<file path="config.mk">
export PLATFORM = sky130hd
export DESIGN_NAME = program_loader
export DESIGN_NICKNAME = d
export VERILOG_FILES = /design/src/rtl/cpu_pkg.sv /design/src/rtl/loader_timeout.sv /design/src/rtl/program_loader.sv
export SDC_FILE = /design/constraint.sdc
export NUM_CORES = 1
export LEC_CHECK = 0
export BUFFER_PORTS_ARGS = -buffer_cell sky130_fd_sc_hd__buf_2
export CAP_MARGIN = 40
export CORE_MARGIN = 1
export CORE_UTILIZATION = 56
export CTS_CLUSTER_SIZE = 20
export DETAILED_ROUTE_END_ITERATION = 8
export PLACE_DENSITY_LB_ADDON = 0.08
export SYNTH_ARGS = -nofsm -noshare
export SYNTH_HDL_FRONTEND = slang
export SYNTH_SLANG_ARGS = --single-unit
</file>
<file path="constraint.sdc">
create_clock -name Clk -period 2.5 [get_ports Clk]
set_input_delay 0.125 -clock Clk [delete_from_list [all_inputs] [get_ports Clk]]
set_output_delay 0.125 -clock Clk [all_outputs]
set_load 0.005 [all_outputs]
</file>
<file path="src/rtl/cpu_pkg.sv">
// cpu_pkg: shared loader state type, opcode and width constants (CHK exists only with PROG_LOADER_CHECKSUM_EN)
package cpu_pkg;
    localparam int INSN_W = 8;
    localparam int ADDR_W = 5;
    localparam logic [2:0] HLT = 3'b000;
    localparam logic [2:0] SKZ = 3'b001;
    localparam logic [2:0] JMP = 3'b111;
`ifdef PROG_LOADER_CHECKSUM_EN
    typedef enum logic [2:0] {IDLE, LOAD, FILL, CHK, RUN, ERR} loader_state_t;
`else
    typedef enum logic [2:0] {IDLE, LOAD, FILL, RUN, ERR} loader_state_t;
`endif
endpackage

</file>
<file path="src/rtl/loader_timeout.sv">
// loader_timeout: counts idle cycles between received bytes and flags the last allowed one
module loader_timeout #(
    parameter int TIMEOUT_CYC = 1_000_000
) (
    input  logic Clk,
    input  logic Reset,
    input  logic Clear,
    input  logic Enable,
    output logic Expired
);
    localparam int W = $clog2(TIMEOUT_CYC + 1);
    logic [W-1:0] count;
    assign Expired = Enable && count == W'(TIMEOUT_CYC - 1);
    // idle-cycle counter, restarted by every byte and whenever no byte is awaited
    always_ff @(posedge Clk)
        count <= (Reset || Clear) ? '0 : Enable ? count + 1'b1 : count;
endmodule

</file>
<file path="src/rtl/program_loader.sv">
// program_loader: UART-to-instruction-memory download sequencer with HLT padding; PROG_LOADER_CHECKSUM_EN adds a trailing checksum byte
module program_loader
    import cpu_pkg::*;
#(
    parameter int DEPTH       = 32,
    parameter int END_ON_HLT  = 1,
    parameter int TIMEOUT_CYC = 1_000_000
) (
    input  logic              Clk,
    input  logic              Reset,
    input  logic              Start,
    input  logic              Rx_valid,
    input  logic [INSN_W-1:0] Rx_data,
    input  logic              Rx_fe,
    output logic              Load,
    output logic              Wr_en,
    output logic [ADDR_W-1:0] Wr_addr,
    output logic [INSN_W-1:0] Wr_data,
    output logic              Busy,
    output logic              Done,
    output logic              Error,
    output logic [ADDR_W:0]   Byte_count
);
    localparam int CW = ADDR_W + 1;
    loader_state_t state, state_n;
    logic [CW-1:0] fill_ptr, fill_n, count_n;
    logic [ADDR_W-1:0] addr_n;
    logic [INSN_W-1:0] data_n;
    logic we_n, err_n, waiting, busy_n, tm_exp;
`ifdef PROG_LOADER_CHECKSUM_EN
    logic [INSN_W-1:0] sum, sum_n;
    assign waiting = state == LOAD || state == CHK;
    assign busy_n  = state_n == LOAD || state_n == FILL || state_n == CHK;
`else
    assign waiting = state == LOAD;
    assign busy_n  = state_n == LOAD || state_n == FILL;
`endif
    loader_timeout #(.TIMEOUT_CYC(TIMEOUT_CYC)) u_timeout (
        .Clk    (Clk),
        .Reset  (Reset),
        .Clear  (Rx_valid || !waiting),
        .Enable (waiting && !Rx_valid),
        .Expired(tm_exp)
    );
    // next state, next write port values and counter updates
    always_comb begin
        state_n = state;
        count_n = Byte_count;
        fill_n  = fill_ptr;
        we_n    = 1'b0;
        addr_n  = Wr_addr;
        data_n  = Wr_data;
        err_n   = Error;
`ifdef PROG_LOADER_CHECKSUM_EN
        sum_n   = sum;
`endif
        case (state)
            IDLE, RUN, ERR: if (Start) begin
                state_n = LOAD;
                count_n = '0;
                err_n   = 1'b0;
`ifdef PROG_LOADER_CHECKSUM_EN
                sum_n   = '0;
`endif
            end
            LOAD: if (Rx_valid && Rx_fe) state_n = ERR;
            else if (Rx_valid) begin
                we_n    = 1'b1;
                addr_n  = Byte_count[ADDR_W-1:0];
                data_n  = Rx_data;
                count_n = Byte_count + 1'b1;
                fill_n  = count_n;
`ifdef PROG_LOADER_CHECKSUM_EN
                sum_n   = sum + Rx_data;
`endif
                state_n = (count_n == CW'(DEPTH) || (END_ON_HLT != 0 && Rx_data[7:5] == HLT)) ? FILL : LOAD;
            end else if (tm_exp) state_n = ERR;
            FILL: if (fill_ptr == CW'(DEPTH)) begin
`ifdef PROG_LOADER_CHECKSUM_EN
                state_n = CHK;
`else
                state_n = RUN;
`endif
            end else begin
                we_n   = 1'b1;
                addr_n = fill_ptr[ADDR_W-1:0];
                data_n = '0;
                fill_n = fill_ptr + 1'b1;
            end
`ifdef PROG_LOADER_CHECKSUM_EN
            CHK: if (Rx_valid) state_n = (!Rx_fe && Rx_data == sum) ? RUN : ERR;
            else if (tm_exp) state_n = ERR;
`endif
            default: state_n = IDLE;
        endcase
        if (state_n == ERR) err_n = 1'b1;
    end
    // registered state and outputs; Load drops and Done pulses only on entry to RUN
    always_ff @(posedge Clk) begin
        if (Reset) begin
            state      <= IDLE;
            Load       <= 1'b1;
            Wr_en      <= 1'b0;
            Wr_addr    <= '0;
            Wr_data    <= '0;
            Busy       <= 1'b0;
            Done       <= 1'b0;
            Error      <= 1'b0;
            Byte_count <= '0;
            fill_ptr   <= '0;
        end else begin
            state      <= state_n;
            Load       <= state_n != RUN;
            Wr_en      <= we_n;
            Wr_addr    <= addr_n;
            Wr_data    <= data_n;
            Busy       <= busy_n;
            Done       <= state_n == RUN && state != RUN;
            Error      <= err_n;
            Byte_count <= count_n;
            fill_ptr   <= fill_n;
        end
    end
`ifdef PROG_LOADER_CHECKSUM_EN
    // running mod-256 sum of accepted program bytes
    always_ff @(posedge Clk)
        sum <= Reset ? '0 : sum_n;
`endif
endmodule

</file>
==> results of run 1 <==
[flip-flops by register name, indices dropped and copies added, names as in the netlist]
name             cells
Error                1
state                3
Byte_count           6
Wr_data              8
fill_ptr             6
Wr_en                1
Wr_addr              5
Load                 1
Done                 1
Busy                 1
u_timeout.count     20
[report_power, final]
part | internal (mW) | switching (mW)
Clock | 0.199 | 0.257
Sequential | 0.863 | 0.0153
Combinational | 0.0519 | 0.0668
Total | 1.11 | 0.339
[final cells by class]
type / count / share of cell area, %
timing repair buffer: 41 / 7.80
inverter: 7 / 0.941
clock buffer: 8 / 2.87
multi-input combinational: 232 / 48.2
tap: 50 / 2.24
sequential: 53 / 38.0
[kinds of logic after synthesis]
| kind of cell | after synthesis | share of synthesized area, % |
|---|---|---|
| muxes | 1 | 0.452 |
| AOI/OAI and AO/OA | 56 | 14.1 |
| xor gates and xnor gates | 20 | 7.04 |
| DFF | 53 | 42.6 |
| and+or+nand+nor | 151 | 30.5 |
| adders and majority gates | 4 | 2.01 |
| buffers and inverters | 20 | 3.37 |
[path summary, 6_finish.rpt]
kind,from,to,slack [ns],depth (start not counted)
max reg2reg,state[0],fill_ptr[2],0.25,5
max,state[0],fill_ptr[2],0.25,5
min,Rx_data[4],Wr_data[4],0.05,3
min reg2reg,u_timeout.count[0],u_timeout.count[0],0.44,1
[layout by cell type, fill, tap and decap left out, drive strengths merged, types with 6 or more instances in the layout]
| cell type | synthesis | final |
|---|---|---|
| buf | 2 | 41 |
| nand2 | 39 | 39 |
| xnor2 | 14 | 14 |
| inv | 7 | 7 |
| nor3 | 10 | 10 |
| a21oi | 20 | 20 |
| a31oi | 6 | 6 |
| a311oi | 6 | 6 |
| nand3 | 16 | 16 |
| o21ai | 12 | 12 |
| xor2 | 6 | 6 |
| nor2 | 41 | 41 |
| dfxtp | 53 | 53 |
| and3 | 6 | 6 |
| clkbuf | 11 | 8 |
[worst max-delay path: cells and delay by family (launching register included)]
kind | cells | cell delay [ns]
flops | 1 | 0.45
simple gates | 3 | 1.26
compound gates | 2 | 0.44
[metal layers]
metal / global-route usage, % / vias to the layer above / share of wire [%]
li1: - / 1147 / -
met1: 29.4 / 978 / 46
met2: 38.7 / 38 / 49
met3: 5.92 / 7 / 3.8
met4: 10.2 / 0 / 1.3
met5: 0 / - / 0
==> impl_metrics.csv, run 1 <==
group,metric,value,unit
logic_synthesis,synth_common_cells,"53 x dfxtp_1, 41 x nor2_1, 38 x nand2_1",
job,maxCapViolCount,0,
cts,insertion_delay,0.30,ns
cts,postCtsHoldBufs,0,
worst_setup_path,required,2.71,ns
place,finalWeightedCongestion,0.820,
logic_synthesis,synth_warnings,0,
power_and_ir_drop,ir_worst_vdd,0.000366,V
logic_synthesis,syn_area,0.00249,mm²
global_route,grt_pass1_vias,1884,
global_route,grt.total_usage,23.7,%
worst_setup_path,crit_fanout,20,
logic_synthesis,synth_edf_count,0,
logic_synthesis,syn_inst,305,
sta,period_needed,2.25,ns
die,dieHeight,68.7,µm
sta,fin_ws,0.246,ns
power_and_ir_drop,power_density,520,mW/mm²
worst_setup_path,critical_path.startpoint_type,"register",
die,die-area,0.00472,mm²
die,core_area,0.00414,mm²
cells_and_area,final_nets,357,
die,rows,23,
cts,clockBufferDepth,2,
die,fp.dieW,68.7,µm
routing,drt_iter0_markers,111,
global_route,globalRouteOverflowTotal,0,
cts,cts_buffers,5,
worst_setup_path,slowest_delay,0.47,ns
logic_synthesis,synthDistinctLibCells,46,
logic_synthesis,synth.yosys.seq_area_share,42.6,%
power_and_ir_drop,finalPower,1.45,mW
cts,cts_tree,"done",
sta,period_share,90.2,%
cells_and_area,drive_gt1_share,15.5,%
routing,routed_wl,5050,µm
sta,tightest_slew,0.719,ns
logic_synthesis,syn-num-nets,322,
cells_and_area,fin_area,0.00279,mm²
sta,drv_slew,0,
place,portBuffers,36,
global_route,antenna_found_initial,0,
cells_and_area,fillers,364,
logic_synthesis,yosysTopAreaCellShare,42.6,%
die,start_util,60.1,%
sta,fmax,0.444,GHz
cts,cts_resized,0,
global_route,grt_first_pass_wirelength,8210,µm
logic_synthesis,synth_area_per_cell,8.16,µm²
routing,routed_via_density,5.55,
routing,via_count,2170,
cts,htree_levels,2,
cts,cts_root_buf,"clkbuf_8",
logic_synthesis,synthTopCellsByArea,"dfxtp_1 43%, nor2_1 6.2%, nand2_1 5.7%",
cells_and_area,postLayoutCoreUtil,67.4,%
routing,antenna_left,0,
sta,fin_worst_skew,0.00798,ns
cells_and_area,antennaDiodeCount,0,
worst_setup_path,end_kind,"register",
worst_setup_path,path_cells,"or3b_4 -> or2_1 -> nand2_2 -> o21ai_0 -> a221oi_1",
cells_and_area,fin_cells,391,
sta,rsz0062_at_grt,"no",
cells_and_area,area_growth,12.2,%
logic_synthesis,synthFlopType,"dfxtp_1",
worst_setup_path,arrival,2.47,ns
worst_setup_path,crit_path_top_delay_cell,"or2_1",
routing,drcViolationCount,0,
cts,clkSlewWorstSetupHoldPaths,0.09,ns
status,status,"finished, final reports clean",
sta,finalSetupTns,0,ns
logic_synthesis,yosysTopAreaCell,"dfxtp_1",
cells_and_area,multi_input_comb_area,0.00135,mm²
power_and_ir_drop,leakagePower,1.02,nW
sta,finalHoldViolCount,0,
min_path,min_path_type,"in2reg",
sta,holdWs,0.0462,ns
place,dp_worst_setup_slack,0.293,ns
cts,cts.sinks,53,
logic_synthesis,yosys_register_bits,53,
worst_setup_path,path_class,"reg2reg",
cells_and_area,regArea,0.00106,mm²
place,post-place-cells,383,
routing,first_pass_iters,4,
place,place_area,0.00271,mm²
logic_synthesis,yosysMostFrequentCell,"dfxtp_1",
die,num_io_pins,37,
cts,post_cts.repair.setup_buffers,0,
logic_synthesis,synthArstFlopShare,0,%
routing,wl_per_cell,12.9,µm
sta,max-slew-margin-rel,52.0,%
place,dp_hpwl,3630,µm
global_route,grt_max_degree,31,
sta,setup_viol,0,
Power figures use the tool's default switching activity.
==> run 2: changes to the inputs <==
--- a/config.mk
+++ b/config.mk
@@ -8,7 +8,7 @@
 export BUFFER_PORTS_ARGS = -buffer_cell sky130_fd_sc_hd__buf_2
 export CAP_MARGIN = 40
 export CORE_MARGIN = 1
-export CORE_UTILIZATION = 56
+export CORE_UTILIZATION = 55
 export CTS_CLUSTER_SIZE = 20
 export DETAILED_ROUTE_END_ITERATION = 8
 export PLACE_DENSITY_LB_ADDON = 0.08
==> impl_metrics.csv, run 2 (synthesis gave the netlist of run 1 again) <==
group,metric,value,unit
status,status,"finished, final reports clean",
power_and_ir_drop,p_int,1.11,mW
cells_and_area,final_cell_mix,"53 x dfxtp_1, 41 x nor2_1, 38 x nand2_1",
sta,setup_viol,0,
global_route,grt_pass1_vias,2039,
cells_and_area,fin_area,0.00280,mm²
power_and_ir_drop,finalPower,1.47,mW
routing,routed_wl,5280,µm
cts,cts_tree,"done",
cells_and_area,largest_reg_flops,20,
sta,fmax,0.455,GHz
global_route,grt.total_usage,23.0,%
global_route,globalRouteOverflowTotal,0,
worst_setup_path,path_class,"reg2reg",
global_route,antenna_found_initial,0,
die,num_io_pins,37,
cts,postCtsHoldBufs,0,
cts,cts.sinks,53,
cells_and_area,top_register,"u_timeout.count",
power_and_ir_drop,clockPowerShare,32.2,%
routing,first_pass_iters,4,
sta,rsz0062_at_grt,"no",
sta,max-slew-margin-rel,49.7,%
worst_setup_path,required,2.72,ns
cells_and_area,final_common_cell,"dfxtp_1",
sta,period_needed,2.20,ns
cts,insertion_delay,0.31,ns
worst_setup_path,path_cells,"or3b_2 -> a31o_2 -> nand2_2 -> o21ai_0 -> a221oi_1",
routing,via_count,2224,
cts,cts_buffers,5,
die,rows,24,
worst_setup_path,critPathTopFamily,"simple AND/OR/NAND/NOR gates",
cells_and_area,regArea,0.00106,mm²
cells_and_area,reg_top3,"u_timeout.count (20), Wr_data (8)",
place,finalWeightedCongestion,0.830,
die,dieHeight,69.3,µm
power_and_ir_drop,leakagePower,1.02,nW
cells_and_area,drive_gt1_share,16.4,%
sta,fin_worst_skew,0.00980,ns
power_and_ir_drop,pwr-share-comb,8.2,%
sta,finalSetupTns,0,ns
worst_setup_path,crit_fanout,18,
worst_setup_path,slowest_delay,0.60,ns
min_path,hp-start,"Rx_data[2]",
power_and_ir_drop,seqPwrFrac,59.6,%
cells_and_area,area_growth,12.5,%
place,portBuffers,36,
sta,finalHoldViolCount,0,
worst_setup_path,startpoint,"state[1]",
cts,htree_levels,2,
cells_and_area,final_nets,357,
global_route,grt_max_degree,32,
routing,drt_iter0_markers,177,
worst_setup_path,timing.rr.start,"state[1]",
place,place_area,0.00272,mm²
cells_and_area,fillers,372,
cts,clockBufferDepth,2,
job,maxCapViolCount,0,
die,core_area,0.00435,mm²
routing,drcViolationCount,0,
die,fp.dieW,69.3,µm
die,die-area,0.00480,mm²
cells_and_area,antennaDiodeCount,0,
routing,antenna_left,0,
global_route,grt_first_pass_wirelength,8990,µm
routing,routed_via_density,5.66,
routing,wl_per_cell,13.4,µm
place,dp_hpwl,3800,µm
worst_setup_path,arrival,2.42,ns
power_and_ir_drop,power_switching,0.366,mW
sta,tightest_slew,0.754,ns
power_and_ir_drop,power_density,526,mW/mm²
cts,post_cts.repair.setup_buffers,0,
cells_and_area,multi_input_comb_area,0.00135,mm²
worst_setup_path,critical_path.startpoint_type,"register",
cts,cts_root_buf,"clkbuf_8",
cts,clkSlewWorstSetupHoldPaths,0.10,ns
power_and_ir_drop,ir_worst_vdd,0.000340,V
worst_setup_path,path_buf_inv,0,
sta,period_share,87.8,%
min_path,min_path_type,"in2reg",
worst_setup_path,crit_path_top_delay_cell,"or3b_2",
power_and_ir_drop,p_sw_share,24.8,%
worst_setup_path,end_kind,"register",
cts,cts_resized,0,
die,start_util,57.2,%
sta,drv_slew,0,
## run 2: power by group through the flow
| stage | clock, mW | combinational, mW | sequential (mW) |
|---|---|---|---|
| finish | 0.475 | 0.121 | 0.879 |
| detailed placement | 0 | 0.121 | 0.898 |
| floorplan | 0 | 0.0786 | 0.897 |
| CTS | 0.488 | 0.121 | 0.879 |
| global placement | 0 | 0.118 | 0.898 |
| global route | 0.514 | 0.136 | 0.882 |
## run 2: routing by layer
metal / global-route usage, % / vias to the layer above / share of wire [%]
li1: - / 1140 / -
met1: 28.3 / 1032 / 45
met2: 39.1 / 47 / 50
met3: 5.23 / 5 / 3.6
met4: 8.62 / 0 / 0.89
met5: 0 / - / 0
## run 2: final cells by class
type | count | share of cell area (%)
multi-input cells | 232 | 48.0
flip-flops and latches | 53 | 37.9
repair buffers | 41 | 7.77
clock buffers | 5 | 2.46
well taps | 52 | 2.32
inverters | 7 | 0.938
clock inverters | 3 | 0.625
## run 2: worst paths after layout
kind	cells after the start	endpoint	slack [ns]
setup / recovery	5	fill_ptr[2]	0.30
hold / removal	3	Wr_data[2]	0.05
setup reg to reg	5	fill_ptr[2]	0.30
hold reg to reg	1	u_timeout.count[0]	0.44
## run 2: metrics by stage
step / hold WS, ns / worst slack, ns / utilization, % / std cells
6_report: 0.0533 / 0.304 / 64.3 / 393
2_1_floorplan: 0.206 / 0.623 / - / 305
3_3_place_gp: 0.368 / 0.396 / 62.4 / 385
5_1_grt: 0.0627 / 0.153 / 64.3 / 393
3_5_place_dp: 0.377 / 0.344 / 62.4 / 385
4_1_cts: 0.0463 / 0.318 / 64.3 / 393
## run 2: worst reg2reg max path: stages (launching register included)
cell,delay [ns]
dfxtp_1,0.46
or3b_2,0.60
a31o_2,0.33
nand2_2,0.28
o21ai_0,0.15
a221oi_1,0.30
